`src/rtl/imem_fetch_arbiter.sv`:
```
// Round-robin arbiter sharing one synchronous-read instruction memory between two cores.
// Fixed two-cycle grant-to-rvalid pipeline with per-core saturating fetch counters.
module imem_fetch_arbiter #(
    parameter int unsigned DATA_W     = 32,
    parameter int unsigned ADDR_W     = 32,
    parameter int unsigned DEPTH_LOG2 = 6,
    parameter int unsigned CNT_W      = 16
) (
    input  logic                  clk,
    input  logic                  reset,
    input  logic                  req0,
    input  logic                  req1,
    input  logic [ADDR_W-1:0]     addr0,
    input  logic [ADDR_W-1:0]     addr1,
    output logic                  gnt0,
    output logic                  gnt1,
    output logic                  rvalid0,
    output logic                  rvalid1,
    output logic [DATA_W-1:0]     rdata0,
    output logic [DATA_W-1:0]     rdata1,
    output logic                  err0,
    output logic                  err1,
    output logic                  mem_en,
    output logic [DEPTH_LOG2-1:0] mem_addr,
    input  logic [DATA_W-1:0]     mem_rdata,
    output logic [CNT_W-1:0]      fetch_cnt0,
    output logic [CNT_W-1:0]      fetch_cnt1
);

    typedef enum logic {
        LAST0 = 1'b0,
        LAST1 = 1'b1
    } last_t;

    typedef struct packed {
        logic vld;
        logic id;
        logic err;
    } inflight_t;

    last_t             last_q;
    last_t             last_d;
    inflight_t         infl_q;
    logic              grant;
    logic [ADDR_W-1:0] sel_addr;
    logic              in_range;

    // Priority state register
    always_ff @(posedge clk) begin
        if (!reset) begin
            last_q <= LAST1;
        end else begin
            last_q <= last_d;
        end
    end

    // Round-robin grant; core 0 wins a tie unless it was granted last
    always_comb begin
        last_d = last_q;
        gnt0   = 1'b0;
        gnt1   = 1'b0;
        if (reset) begin
            if (req0 && (!req1 || (last_q == LAST1))) begin
                gnt0   = 1'b1;
                last_d = LAST0;
            end else if (req1) begin
                gnt1   = 1'b1;
                last_d = LAST1;
            end
        end
    end

    // Memory port drive for the granted core
    always_comb begin
        grant    = gnt0 | gnt1;
        sel_addr = gnt1 ? addr1 : addr0;
        in_range = (sel_addr[ADDR_W-1:DEPTH_LOG2] == '0);
        mem_en   = grant && in_range;
        mem_addr = mem_en ? sel_addr[DEPTH_LOG2-1:0] : '0;
    end

    // In-flight tag for the access whose data arrives next cycle
    always_ff @(posedge clk) begin
        if (!reset) begin
            infl_q <= '0;
        end else begin
            infl_q.vld <= grant;
            infl_q.id  <= gnt1;
            infl_q.err <= grant && !in_range;
        end
    end

    // Completion registers and counters; counters advance with the rvalid pulse
    always_ff @(posedge clk) begin
        if (!reset) begin
            rvalid0    <= 1'b0;
            rvalid1    <= 1'b0;
            rdata0     <= '0;
            rdata1     <= '0;
            err0       <= 1'b0;
            err1       <= 1'b0;
            fetch_cnt0 <= '0;
            fetch_cnt1 <= '0;
        end else begin
            rvalid0 <= infl_q.vld && !infl_q.id;
            rvalid1 <= infl_q.vld && infl_q.id;
            if (infl_q.vld && !infl_q.id) begin
                rdata0 <= infl_q.err ? '0 : mem_rdata;
                err0   <= infl_q.err;
                if (fetch_cnt0 != '1) begin
                    fetch_cnt0 <= fetch_cnt0 + CNT_W'(1);
                end
            end
            if (infl_q.vld && infl_q.id) begin
                rdata1 <= infl_q.err ? '0 : mem_rdata;
                err1   <= infl_q.err;
                if (fetch_cnt1 != '1) begin
                    fetch_cnt1 <= fetch_cnt1 + CNT_W'(1);
                end
            end
        end
    end

endmodule
```
`config.mk`:
```
export PLATFORM = sky130hd
export DESIGN_NAME = imem_fetch_arbiter
export DESIGN_NICKNAME = d
export VERILOG_FILES = /design/src/rtl/imem_fetch_arbiter.sv
export SDC_FILE = /design/constraint.sdc
export NUM_CORES = 1
export LEC_CHECK = 0
export ABC_CLOCK_PERIOD_IN_PS = 6400
export CAP_MARGIN = 20
export CORE_MARGIN = 8
export CORE_UTILIZATION = 42
export DETAILED_ROUTE_END_ITERATION = 7
export MAX_ROUTING_LAYER = met4
export PLACE_DENSITY = 0.81
export REMOVE_ABC_BUFFERS = 1
export SYNTH_ARGS = -nofsm -noshare
export SYNTH_HDL_FRONTEND = slang
export SYNTH_SLANG_ARGS = --single-unit
```
`constraint.sdc`:
```
create_clock -name clk -period 6.4 [get_ports clk]
set_input_delay 1.92 -clock clk [delete_from_list [all_inputs] [get_ports clk]]
set_output_delay 1.92 -clock clk [all_outputs]
set_load 0.01 [all_outputs]
```
==> out/qor.txt <==
Outcome -> finished clean
Area post-placement -> 6700 um^2
Clock buffer depth -> 2
Vias in the first global route -> 5009
Post-CTS Hold Buffers -> 0
Most frequent cell on the critical path -> clkdlybuf4s50_1
CP Buf/Inv Count -> 2
Cell Chain, Critical Path -> clkdlybuf4s50_1, nor4_1, o2111ai_1, a2111o_1, a221oi_1, clkdlybuf4s50_1
Critical Path RT -> 4.48 ns
DR WL/cell -> 16.6 um
Util after Layout -> 64.6%
DP Wirelength -> 11500 um
Crit path max-delay family -> compound AO/OA/AOI/OAI gates
Period utilisation layout -> 97.3%
Seq/Total Area, Yosys -> 46.1%
Clock Skew -> 0.0143 ns
Most common cell after layout, fill and taps aside -> clkdlybuf4s50_1
Post-route cell area -> 6880 um^2
Fill cells -> 899
P&R area growth vs syn -> 52.2%
Worst Setup Start Kind -> input port
Final Hold Slack -> 0.460 ns
Tmin final -> 6.23 ns
Placed insts -> 901
Total power per unit cell area -> 180 nW/um^2
Critical path arrival -> 4.31 ns
Ys Warns -> 0
Final nets -> 874
Slew Limit Fails -> 0
DRC -> 0
ANT nets after route -> 0
Hold Crit Class -> flop to flop
Yosys reg bits -> 104
Port bufs -> 208
Gpl congestion -> 0.861
N_diodes -> 0
Rows -> 38
Fmax -> 161 MHz
Total track usage -> 21.1%
Die Footprint -> 14300 um^2
Clk sink count -> 104
Gr ovfl total -> 0
Clk pin slew, worst setup/hold paths -> 0.09 ns
CP Class -> input port to output port
Setup TNS -> 0 ns
Final cell count without fillers -> 917
CTS buffer count -> 9
EDFF count, synth -> 0
Max-Cap Viols -> 0
Die height -> 120 um
DR iter-0 viols -> 323
Ys flop type -> dfxtp_1
Cell area after synthesis -> 4520 um^2
Top Ports -> 209
# setup viols final -> 0
Share of layout cells above drive strength 1 -> 4.12%
Global-route wire length before repair -> 24300 um
Post-cts resize count -> 0
Vias -> 5007
Slew margin rel. -> 39.7%
Post-CTS setup buffers -> 0
Cell leakage power -> 2.23 nW
Largest net degree at the start of global routing -> 53
Peak supply drop -> 146 uV
Max FO, Critical Path -> 7
Die X-Extent -> 120 um
Initial antenna violation count -> 0
Vias per inst -> 5.46
WL final -> 15300 um
Core area -> 10700 um^2
Reg-to-reg slack, setup -> 4.15 ns
Final hold vios -> 0
Leading cell types in the layout, fill and taps excluded -> 208 x clkdlybuf4s50_1, 164 x nand2_1, 104 x dfxtp_1, 92 x a21oi_1, 32 x nor2b_1
RSZ-0062 raised after global routing -> no
Setup crit end kind -> output port
Slew @ Worst Pin -> 0.905 ns
Async set-or-reset flop fraction in the synthesized netlist -> 0%
Synthesized netlist cell count -> 581
Avg Inst Size Synth -> 7.78 um^2
Detailed Routing Iterations Pass 1 -> 5
Synth unique cells -> 43
CTS tree -> yes
Starting Density -> 42.4%
H-tree Lvls -> 3
Clock root cell -> clkbuf_8
Clock latency on the worst-skew pair -> 0.35 ns
Largest stage delay, worst path -> 0.61 ns
CP max-delay cell -> clkdlybuf4s50_1
-- where the power goes --
part | total, mW | internal, mW | switching, mW
Combinational | 0.193 | 0.105 | 0.0881
Clock | 0.370 | 0.143 | 0.227
Sequential | 0.677 | 0.665 | 0.0117
Total | 1.24 | 0.914 | 0.326
-- worst min-delay path, cell delays in order, from the launching register on --
cell and delay, ns:
dfxtp_1 0.32, nand2_1 0.05, a21oi_1 0.05
-- per-layer routing --
| layer | wire (um) | global-route usage (%) |
|---|---|---|
| met5 | 0 | - |
| met4 | 473 | 9.60 |
| met3 | 902 | 4.27 |
| met2 | 7840 | 37.5 |
| met1 | 6050 | 22.0 |
-- logic make-up after synthesis --
group	synth area share, %
AO/OA/AOI/OAI	17.4
adder cells (fa/ha/maj)	0.554
buffers and inverters	3.74
flip-flops	46.1
multiplexers	0.914
AND/OR/NAND/NOR	31.3
-- registers in the layout, summed over array words and instances (netlist names) --
name,flops
last_q,1
rvalid0,1
rvalid1,1
fetch_cnt1,16
err1,1
rdata0,32
err0,1
fetch_cnt0,16
rdata1,32
infl_q,3
-- cell usage after synthesis, types with 2 or more instances --
cell type / number / share of area, %
nor2_1: 8 / 0.66
and3_1: 2 / 0.28
o211ai_1: 2 / 0.33
buf_1: 4 / 0.33
or4_1: 18 / 3.0
buf_2: 3 / 0.33
o41ai_1: 3 / 0.58
o31ai_1: 14 / 2.3
dfxtp_1: 104 / 46
nor4_1: 15 / 2.1
and2_1: 2 / 0.28
nand2b_1: 4 / 0.55
or2_1: 5 / 0.69
nand3_1: 9 / 1.0
clkbuf_1: 30 / 2.5
or3_1: 10 / 1.4
nand2_1: 164 / 14
o21ai_0: 10 / 1.1
inv_1: 5 / 0.42
a221oi_1: 6 / 1.2
ha_1: 2 / 0.55
nor2b_1: 33 / 4.6
nand4_1: 12 / 1.7
mux2i_1: 3 / 0.66
a21oi_1: 92 / 10
nor3_1: 4 / 0.44
-- metrics by stage --
stage	worst slack [ns]	power, mW
after floorplan	1.22	0.760
after global placement	0.181	0.882
after detailed placement	0.141	0.887
after CTS	0.143	1.25
after global routing	0.0427	1.30
final	0.175	1.24
-- area by class of cell --
type	count	area [um^2]	share of cell area, %
Multi-Input combinational cell	433	2270	33.0
Timing Repair Buffer	217	2150	31.3
Sequential cell	104	2080	30.3
Tap cell	140	175	2.55
Clock buffer	10	128	1.86
Clock inverter	6	45.0	0.655
Inverter	7	26.3	0.382
-- path summary, 6_finish.rpt --
path                                 start       endpoint  cells past startpoint
worst max-delay path              addr0[7]    mem_addr[3]                      6
worst min-delay path            rdata1[27]     rdata1[27]                      2
worst max register to register   infl_q[1]  fetch_cnt0[9]                      4
worst min register to register  rdata1[27]     rdata1[27]                      2
Note: power is estimated with default switching activity, not from simulation.
